<file path="src/rtl/mem_stage.sv">
// mem_stage: memory-access stage between EX and WB; waits for the data-SRAM response, extends load data.
// Optional MEM_FORWARD_EN drives the mem_fwd_zip bypass port (tied to zero otherwise).
module mem_stage #(
  parameter int EX_ZIP_W  = 110,
  parameter int EXC_ZIP_W = 123
) (
  input  logic                 clk,
  input  logic                 rst,
  input  logic                 EX_to_MEM,
  input  logic [EX_ZIP_W-1:0]  EX_to_MEM_zip,
  input  logic [EXC_ZIP_W-1:0] EX_except_zip,
  output logic                 MEM_allowin,
  input  logic                 data_sram_data_ok,
  input  logic [31:0]          data_sram_rdata,
  input  logic                 WB_allowin,
  output logic                 MEM_to_WB,
  output logic [102:0]         MEM_to_WB_zip,
  output logic [EXC_ZIP_W-1:0] MEM_except_zip,
  input  logic                 wb_flush,
  output logic                 mem_ex,
  output logic [38:0]          mem_fwd_zip,
  output logic [1:0]           state_dbg
);

  typedef enum logic [1:0] {IDLE = 2'd0, WAIT = 2'd1, DONE = 2'd2, CANCEL = 2'd3} state_t;

  state_t               state;
  logic                 occupied;
  logic [EX_ZIP_W-1:0]  ex_zip_r;
  logic [EXC_ZIP_W-1:0] exc_zip_r;
  logic [31:0]          hold_rdata;

  logic        in_wait;
  logic        r_valid, r_gr_we, r_res_from_mem, r_mem_req, r_exc, r_ertn;
  logic [31:0] r_pc, r_ir, r_alu;
  logic [4:0]  r_waddr, r_ld_op;
  logic        valid, ready_go;
  logic [7:0]  ld_byte;
  logic [15:0] ld_half;
  logic [31:0] loaded, rf_wdata;

  // A memory op waits for data_ok only when it carries no exception.
  assign in_wait = EX_to_MEM_zip[109] & EX_to_MEM_zip[5] & ~(|EX_except_zip[41:32]);

  assign r_valid        = ex_zip_r[109];
  assign r_pc           = ex_zip_r[108:77];
  assign r_ir           = ex_zip_r[76:45];
  assign r_gr_we        = ex_zip_r[44];
  assign r_waddr        = ex_zip_r[43:39];
  assign r_alu          = ex_zip_r[38:7];
  assign r_res_from_mem = ex_zip_r[6];
  assign r_mem_req      = ex_zip_r[5];
  assign r_ld_op        = ex_zip_r[4:0];
  assign r_exc          = |exc_zip_r[41:32];
  assign r_ertn         = exc_zip_r[42];

  // Handshake: a payload moves MEM->WB on a cycle where valid & ready_go & WB_allowin
  // (MEM_to_WB), and EX->MEM on a cycle where EX asserts EX_to_MEM, which EX only does
  // while MEM_allowin is high. wb_flush kills both transfers in the cycle it is seen.
  assign valid       = r_valid & occupied;
  assign ready_go    = ~valid | (state == IDLE & ~(r_mem_req & ~r_exc)) | (state == DONE);
  assign MEM_allowin = (~occupied | (ready_go & WB_allowin)) & (state != CANCEL);
  assign MEM_to_WB   = valid & ready_go & WB_allowin & ~wb_flush;

  always_ff @(posedge clk) begin
    if (rst) begin
      occupied  <= 1'b0;
      ex_zip_r  <= '0;
      exc_zip_r <= '0;
    end else if (wb_flush) begin
      occupied <= 1'b0;
    end else if (EX_to_MEM) begin
      occupied  <= 1'b1;
      ex_zip_r  <= EX_to_MEM_zip;
      exc_zip_r <= EX_except_zip;
    end else if (MEM_to_WB) begin
      occupied <= 1'b0;
    end
  end

  always_ff @(posedge clk) begin
    if (rst) begin
      state      <= IDLE;
      hold_rdata <= '0;
    end else begin
      case (state)
        IDLE:
          if (EX_to_MEM & ~wb_flush & in_wait) state <= WAIT;
        WAIT:
          if (data_sram_data_ok) begin
            if (wb_flush) begin
              state <= IDLE;
            end else begin
              hold_rdata <= data_sram_rdata;
              state      <= DONE;
            end
          end else if (wb_flush) begin
            state <= CANCEL;
          end
        DONE:
          if (wb_flush)       state <= IDLE;
          else if (EX_to_MEM) state <= in_wait ? WAIT : IDLE;
          else if (MEM_to_WB) state <= IDLE;
        CANCEL:
          if (data_sram_data_ok) state <= IDLE;
        default: state <= IDLE;
      endcase
    end
  end

  assign state_dbg = state;

  always_comb begin
    ld_byte = hold_rdata[7:0];
    case (r_alu[1:0])
      2'd1:    ld_byte = hold_rdata[15:8];
      2'd2:    ld_byte = hold_rdata[23:16];
      2'd3:    ld_byte = hold_rdata[31:24];
      default: ld_byte = hold_rdata[7:0];
    endcase
    ld_half = r_alu[1] ? hold_rdata[31:16] : hold_rdata[15:0];
    loaded  = '0;
    if (r_ld_op[4])      loaded = {{24{ld_byte[7]}}, ld_byte};
    else if (r_ld_op[3]) loaded = {{16{ld_half[15]}}, ld_half};
    else if (r_ld_op[2]) loaded = hold_rdata;
    else if (r_ld_op[1]) loaded = {24'd0, ld_byte};
    else if (r_ld_op[0]) loaded = {16'd0, ld_half};
  end

  assign rf_wdata       = r_res_from_mem ? loaded : r_alu;
  assign MEM_to_WB_zip  = {valid, r_pc, r_ir, r_gr_we, r_waddr, rf_wdata};
  assign MEM_except_zip = exc_zip_r;
  assign mem_ex         = valid & (r_exc | r_ertn);

`ifdef MEM_FORWARD_EN
  // Bit 38 flags a load whose data is not back yet; the write-enable carries validity.
  assign mem_fwd_zip = {valid & r_res_from_mem & (state != DONE),
                        valid & r_gr_we & ~mem_ex, r_waddr, rf_wdata};
`else
  assign mem_fwd_zip = '0;
`endif

endmodule

</file>
<file path="config.mk">
export PLATFORM = sky130hd
export DESIGN_NAME = mem_stage
export DESIGN_NICKNAME = d
export VERILOG_FILES = /design/src/rtl/mem_stage.sv
export SDC_FILE = /design/constraint.sdc
export NUM_CORES = 1
export LEC_CHECK = 0
export ABC_AREA = 1
export CORE_AREA = 2 2 213 215
export DETAILED_ROUTE_END_ITERATION = 12
export DIE_AREA = 0 0 215 217
export HOLD_SLACK_MARGIN = 0.1
export PLACE_DENSITY_LB_ADDON = 0.2
export SETUP_SLACK_MARGIN = 0.4
export SLEW_MARGIN = 30
export SYNTH_ARGS = -nofsm -noshare
export SYNTH_HDL_FRONTEND = slang
export SYNTH_SLANG_ARGS = --single-unit
</file>
<file path="constraint.sdc">
create_clock -name clk -period 2.1 [get_ports clk]
set_clock_uncertainty 0.05 [all_clocks]
set_input_delay 0.42 -clock clk [delete_from_list [all_inputs] [get_ports clk]]
set_output_delay 0.42 -clock clk [all_outputs]
set_load 0.03 [all_outputs]
</file>
* Yosys cells after proc, flatten, opt, wreduce, memory -nomap -nowiden
Cells that the tools add are included.
** Storage, ports and cells
- Memories kept :: 0
- Register bits after elaboration :: 268
- Latch bits :: 0
- ROM bits :: 0
- Input port bits :: 271
- Output and inout port bits :: 270
- Word-level logic and storage cells :: 67
- RAM bits :: 0
** Cells by class
- Mux-type cells :: 20
- Bitwise logic cells :: 23
- $mul :: 0
- Div/mod/pow operators :: 0
- $add $sub $neg :: 0
- Reductions and logical operators :: 8
- Eq/ne operators :: 11
- $lt $le $gt $ge :: 0
- Shift operators :: 0
** Operator list (count)
- 32-bit two-way mux :: 4
- 16-bit two-way mux :: 3
- 8-bit case mux with 3 select lines :: 1
- 10-bit OR reduction :: 2
- 2-bit two-way mux :: 8
- 1-bit bitwise AND :: 13
- 2-bit equality test, second input constant :: 4
- 2-bit case mux with 4 select lines :: 1
- 1-bit inverter :: 6
- 2-bit by 1-bit equality test with 1-bit output, second input constant :: 2
- 2-bit inequality test, second input constant :: 2
- 4-bit inequality test, second input constant :: 1
- 1-bit bitwise OR :: 4
- 4-bit AND reduction :: 1
- 1-bit two-way mux :: 3
- 3-bit inequality test, second input constant :: 1
- 3-bit AND reduction :: 1
- 2-bit zero test :: 1
- 2-bit by 1-bit inequality test with 1-bit output, second input constant :: 1
- 2-bit AND reduction :: 1
- 2-bit nonzero test :: 1
- 2-bit OR reduction :: 1

* Logic depth before layout (Yosys ltp)
Gate-level depths: netlist (run 1).
- Depth after elaboration :: 14
- Depth in mapped cells :: 12

* Least setup slack after synthesis (run 1)
No wires, ideal clock.
- Path kind :: flip-flop to output port
- Start point :: register hold_rdata[15]
- End point :: output port MEM_to_WB_zip[23]
- Arrival time :: 1.602 ns
- Stages on the path, launching flop included :: 10
- Path slack :: 0.028 ns
- Required time :: 1.630 ns
- Path through :: dfxtp_1 -> inv_1 -> nor2_1 -> a21oi_1 -> or2_1 -> buf_2 -> buf_6 -> o21ai_1 -> nand2_1 -> a21oi_1
** Between the ends
- Longest elaborated chain between the ends :: 4
- Elaborated cells on any way between the ends :: 5
** Ends and longest elaborated chain
- from (decl) :: RTL line 31 : logic [31:0] hold_rdata;
- from (signal assigned) :: RTL line 94 : hold_rdata <= data_sram_rdata;
- 16-bit two-way mux :: RTL line 121 : ld_half = r_alu[1] ? hold_rdata[31:16] : hold_rdata[15:0];
- 32-bit two-way mux :: RTL line 124 : else if (r_ld_op[3]) loaded = {{16{ld_half[15]}}, ld_half};
- 32-bit two-way mux (*) :: RTL line 123 : if (r_ld_op[4]) loaded = {{24{ld_byte[7]}}, ld_byte};
- 32-bit two-way mux (*) :: RTL line 130 : assign rf_wdata = r_res_from_mem ? loaded : r_alu;
- to (decl) :: RTL line 17 : output logic [102:0] MEM_to_WB_zip,
Every way passes the cells marked *; elsewhere a longest branch is shown, timed or not.

* Worst setup path in the final report (run 1)
- Start point :: register ex_zip_r[8]
- End point :: output port MEM_to_WB_zip[16]
** Between the ends
- Longest elaborated chain between the ends :: 4
- Elaborated cells on any way between the ends :: 8
** Ends and longest elaborated chain
- from (decl) :: RTL line 29 : logic [EX_ZIP_W-1:0] ex_zip_r;
- from (signal assigned) :: RTL line 74 : ex_zip_r <= EX_to_MEM_zip;
- 2-bit equality test (tied with other cells) :: RTL line 115 : case (r_alu[1:0])
- 8-bit case mux with 3 select lines or 32-bit two-way mux (tied branches) :: RTL line 115, 124
- 32-bit two-way mux (*) :: RTL line 123
- 32-bit two-way mux (*) :: RTL line 130
Marked as above.

==> results of run 1 <==
[what timing repair did]
item | CTS | global route
pin swaps | 18 | 15
gates cloned | 2 | 0
gates resized for setup | 1089 | 36
setup endpoints to repair | 231 | 53
buffers inserted | 15 | 2
[layer usage]
| layer | track usage (%) | up-vias | part of all wire, % |
|---|---|---|---|
| met3 | 5.38 | 72 | 7.4 |
| met1 | 21.1 | 5186 | 41 |
| met5 | 0 | - | 0.093 |
| met2 | 31.5 | 351 | 49 |
| met4 | 4.46 | 8 | 2.5 |
| li1 | - | 5652 | - |
[where the power goes]
group	total (mW)	internal, mW	leakage [nW]	switching [mW]
Sequential	5.73	5.47	2.22	0.255
Clock	5.40	3.24	0.497	2.16
Combinational	3.42	1.41	4.60	2.00
[Yosys cell counts]
cell / count / area, µm²
a21oi_1: 69 / 345
a21oi_2: 1 / 8.76
a22oi_1: 1 / 7.51
a31oi_1: 18 / 113
a32oi_1: 1 / 8.76
and2_1: 1 / 6.26
buf_1: 9 / 33.8
buf_2: 49 / 245
buf_4: 111 / 833
buf_6: 2 / 22.5
clkbuf_1: 42 / 158
conb_1: 1 / 3.75
dfxtp_1: 268 / 5370
inv_1: 38 / 143
inv_2: 13 / 48.8
nand2_1: 49 / 184
nand2_2: 1 / 6.26
nand3_1: 24 / 120
nand4_1: 2 / 12.5
nor2_1: 501 / 1880
nor3_1: 3 / 15.0
nor3_2: 1 / 10.0
nor4_1: 1 / 6.26
o2111ai_1: 1 / 8.76
o211ai_1: 4 / 30.0
o21ai_0: 99 / 495
o21ai_1: 187 / 936
o21ai_2: 1 / 8.76
o22a_1: 13 / 114
o31ai_4: 1 / 21.3
or2_1: 3 / 18.8
[cells in the final DEF, fill, tap and decap left out, types with 11 or more instances in the layout]
cell	count
nand2_1	36
nand3_1	16
dfxtp_2	16
clkbuf_16	31
buf_12	22
a21oi_1	53
o21ai_1	186
buf_2	184
dfxtp_1	246
buf_6	41
nor2_1	494
conb_1	39
clkdlybuf4s50_1	270
inv_1	31
inv_2	15
o21ai_0	97
o22a_4	11
buf_4	48
[worst max-delay path, cell delays in order, from the launching register on]
cell	delay, ns
dfxtp_4	0.40
inv_4	0.06
nand2_4	0.07
o2111ai_4	0.15
a21oi_4	0.24
buf_6	0.19
inv_8	0.06
o22a_4	0.18
buf_6	0.13
[state kept, by name (all words and copies together), names as in the netlist]
signal / cells
hold_rdata: 32
ex_zip_r: 110
MEM_except_zip: 123
occupied: 1
state_dbg: 2
[per-stage QoR]
stage	util [%]	hold slack [ns]	setup slack, ns
floorplan	-	0.389	0.297
CTS	38.8	0.307	-0.481
global placement	37.4	0.400	-0.0819
global route	39.0	0.336	-0.499
finish	39.0	0.348	-0.426
detailed placement	37.4	0.407	-0.126
[final timing paths]
path                                           end  cells past startpoint
worst max register to register        state_dbg[1]                     12
worst min-delay path            MEM_except_zip[37]                      3
worst min register to register       hold_rdata[4]                      2
worst max-delay path             MEM_to_WB_zip[16]                      8
[logic make-up after synthesis]
| family | Yosys count | share of synthesized area (%) |
|---|---|---|
| and+or+nand+nor | 586 | 20.2 |
| AOI/OAI and AO/OA | 396 | 18.7 |
| DFF | 268 | 47.9 |
| buffers and inverters | 264 | 13.2 |
| other | 1 | 0.0335 |
[layout make-up]
cell class	count	area, µm²	area share (%)
well taps	600	751	4.30
multi-input cells	1022	5100	29.2
repair inverters	1	11.3	0.0645
inverters	51	216	1.24
clock buffers	48	930	5.33
clock inverters	5	78.8	0.452
repair buffers	571	4960	28.4
flip-flops and latches	268	5410	31.0
==> results.yml, run 1 <==
finish:
  final_layout_size_suffix_gt1_share_pct: 24.0
  fin_cells: 2566
  final_area_mm2: 0.0175
  antenna_cells: 0
  fill_cells: 4722
  nets: 2217
  areaGrowthSynthToFinish_pct: 55.7
status:
  status: "finished, violations left"
  violations: "setup timing"
timing:
  finalSetupTns_ns: -12.71
  min_period_ns: 2.53
  fin_ws_ns: -0.426
  rsz0062_at_grt: "yes"
  hold_viol_final: 0
  fin_crit_sh_pct: 120
  drv_slew: 0
  fmax_mhz: 396
  finalSetupViolCount: 35
placed_design:
  port_buffers: 501
  dpl_cell_area_mm2: 0.0167
  place.gp.congestion: 0.814
  dp_hpwl_um: 31600
  placed_cells: 2494
setup_path:
  reg2reg_slack_ns: 0.55
  worstPathRequired_ns: 1.63
  start_kind: "flip-flop"
  critical_path.startpoint: "ex_zip_r[8]"
  criticalPathCategory: "flip-flop to output pin"
  worst_ep_arrival_time_ns: 2.06
  timing.rr.start: "MEM_except_zip[32]"
  worstPathMaxFanout: 7
  cp-end-kind: "output pin"
run:
  cap_violations: 0
clock_network:
  htree_levels: 1
  hold_buffers: 0
  numCtsBuffers: 31
  clk_latency_ns: 0.58
  cts.root.buffer_cell: "clkbuf_16"
  cts_tree: "built"
  cts.sinks: 268
  clk_pin_slew_ns: 0.06
  clockBufferDepth: 3
yosys:
  netlist_instances: 1515
  yosysSeqAreaShare_pct: 47.9
  synth_area_mm2: 0.0112
  avgSynthCellArea_um2: 7.40
  synth-seq-cells: 268
  ys_types: 31
  yosysWarnings: 0
die:
  die_w_um: 215
  die_y_um: 217
  core_area_mm2: 0.0447
  dieArea_mm2: 0.0467
  start_util_pct: 25.1
  num_rows: 78
  ioPinCount: 541
power:
  ir_drop_uv: 601
  p_leak_nw: 7.31
  p_total_mw: 14.5
  power_density_mw_per_mm2: 833
min_path:
  min_path_type: "primary input to flip-flop"
  worstHoldStart: "EX_except_zip[37]"
grt:
  grt_max_degree: 87
  grt_pass1_wl_um: 65900
  antenna_found_initial: 4
  grt_pass1_vias: 11300
  track_usage_pct: 17.8
  grt.overflow.total: 0
detailed_routing:
  wl_um: 43200
  vias: 11300
  drc_errors: 0
  routedWlPerCell_um: 16.8
  ant_nets: 0
  dr.pass1.iters: 4
  vias_per_cell: 4.39
  drt_iter0_drc: 517
Note: power is estimated with default switching activity, not from simulation.
==> inputs of run 2 (changes only) <==
--- a/config.mk
+++ b/config.mk
@@ -12,6 +12,7 @@
 export HOLD_SLACK_MARGIN = 0.1
 export PLACE_DENSITY_LB_ADDON = 0.2
 export SETUP_SLACK_MARGIN = 0.4
+export SKIP_LAST_GASP = 1
 export SLEW_MARGIN = 30
 export SYNTH_ARGS = -nofsm -noshare
 export SYNTH_HDL_FRONTEND = slang
==> run 2 against run 1 <==
- critical path depth decreased by 2
- critical endpoint unchanged
- the run still ends with setup timing left
- worst hold slack better by 0.00082 ns
- highest routed layer unchanged
- non-clock buffer count is 4 higher
==> results.yml, run 2 (synthesized netlist as in run 1, its figures left out) <==
clock_network:
  cts_tree: "built"
  clockBufferDepth: 3
  htree_levels: 1
  numCtsBuffers: 31
  clk_pin_slew_ns: 0.06
  clk_latency_ns: 0.58
  cts.root.buffer_cell: "clkbuf_16"
  cts.sinks: 268
grt:
  grt.overflow.total: 0
  antenna_found_initial: 4
  grt_pass1_vias: 11300
  grt_max_degree: 87
  grt_pass1_wl_um: 65700
  track_usage_pct: 17.8
setup_path:
  criticalPathCategory: "flip-flop to output pin"
  start_kind: "flip-flop"
  path_depth: 6
  cp-end-kind: "output pin"
  cp_common_cell: "buf_6"
  critPathBufInv: 2
  crit_chain: "buf_6 -> a21oi_4 -> or2_4 -> a21oi_1 -> o22a_4 -> buf_6"
  cpPeakStageDelay_ns: 0.38
  reg2reg_depth: 12
  worstPathMaxFanout: 8
  crit_family: "compound AO/OA/AOI/OAI gates"
  worst_ep_arrival_time_ns: 2.05
  critical_path.slowest_cell: "dfxtp_4"
  worstPathRequired_ns: 1.63
timing:
  whs_ns: 0.349
  fin_ws_ns: -0.424
  fmax_mhz: 396
  hold_viol_final: 0
  drv_slew: 0
  rsz0062_at_grt: "yes"
  fin_crit_sh_pct: 120
  finalSetupViolCount: 35
  min_period_ns: 2.52
finish:
  areaGrowthSynthToFinish_pct: 56.5
  fin_util_pct: 39.2
  antenna_cells: 0
  layout_commonest_cell: "nor2_1"
  largest_reg_flops: 123
  final_cell_mix: "494 x nor2_1, 270 x clkdlybuf4s50_1, 247 x dfxtp_1, 185 x o21ai_1, 162 x buf_2"
  final_area_mm2: 0.0175
  final_layout_size_suffix_gt1_share_pct: 24.0
  nets: 2221
detailed_routing:
  routedWlPerCell_um: 16.9
  wl_um: 43300
  drc_errors: 0
  drt_iter0_drc: 534
  vias: 11300
  dr.pass1.iters: 4
  vias_per_cell: 4.39
  ant_nets: 0
placed_design:
  place.gp.congestion: 0.814
  dpl_cell_area_mm2: 0.0167
  dp_hpwl_um: 31600
  port_buffers: 501
  pre_cts_slack_ns: -0.126
min_path:
  min_path_type: "primary input to flip-flop"
  holdPathStages: 3
power:
  ir_drop_uv: 602
  p_leak_nw: 7.40
  p_total_mw: 14.6
  power_density_mw_per_mm2: 831
die:
  die_w_um: 215
  start_util_pct: 25.1
  num_rows: 78
  core_area_mm2: 0.0447
  dieArea_mm2: 0.0467
  die_y_um: 217
  ioPinCount: 541
status:
  violations: "setup timing"
  status: "finished, violations left"
run:
  cap_violations: 0
run 2: repair_timing:
item | CTS | global route
resized for setup | 964 | 87
setup endpoints to repair | 231 | 73
pin swaps | 18 | 13
setup buffers | 15 | 5
hold buffers | 0 | 0
cloned | 2 | 1
run 2: worst reg2reg max path, cell delays in order, from the launching register on:
cell and delay [ns]:
dfxtp_2 0.33, or2_4 0.25, nor2_4 0.13, nand3_2 0.09, nand2_2 0.07, nand2_2 0.06
nand3_2 0.08, buf_4 0.13, nand2_2 0.06, nand2_2 0.08, nand2_1 0.05, nand2_1 0.05
nor2_1 0.04
run 2: worst paths after layout:
path / from / to / slack (ns)
setup / recovery: ex_zip_r[8] / MEM_to_WB_zip[16] / -0.42
hold / removal: EX_except_zip[32] / MEM_except_zip[32] / 0.35
setup reg to reg: MEM_except_zip[32] / state_dbg[1] / 0.54
hold reg to reg: hold_rdata[4] / hold_rdata[4] / 0.42
run 2: layout make-up:
| class | count | area, µm² |
|---|---|---|
| clock buffer | 48 | 930 |
| clock inverter | 5 | 78.8 |
| fill | 4715 | 27200 |
| inverter | 51 | 214 |
| multi-input combinational | 1022 | 5110 |
| sequential | 268 | 5410 |
| tap | 600 | 751 |
| timing repair buffer | 575 | 5040 |
| timing repair inverter | 1 | 11.3 |
run 2: per-stage QoR:
| stage | TNS [ns] | cells |
|---|---|---|
| global route | -15.28 | 2570 |
| floorplan | 0 | 1553 |
| detailed placement | -1.10 | 2494 |
| global placement | -0.385 | 2494 |
| CTS | -14.37 | 2564 |
| finish | -12.52 | 2570 |
run 2: metal layers:
metal	GRT usage, %	vias to the layer above	part of all wire [%]
met5	0	-	0.092
met1	21.0	5190	41
met4	4.46	8	2.6
li1	-	5657	-
met2	31.5	355	49
met3	5.41	72	7.7
run 2: report_power, final:
part / switching (mW) / internal [mW] / leakage [nW]
Combinational: 2.01 / 1.43 / 4.69
Sequential: 0.256 / 5.47 / 2.22
Clock: 2.16 / 3.24 / 0.497
Total: 4.43 / 10.1 / 7.40
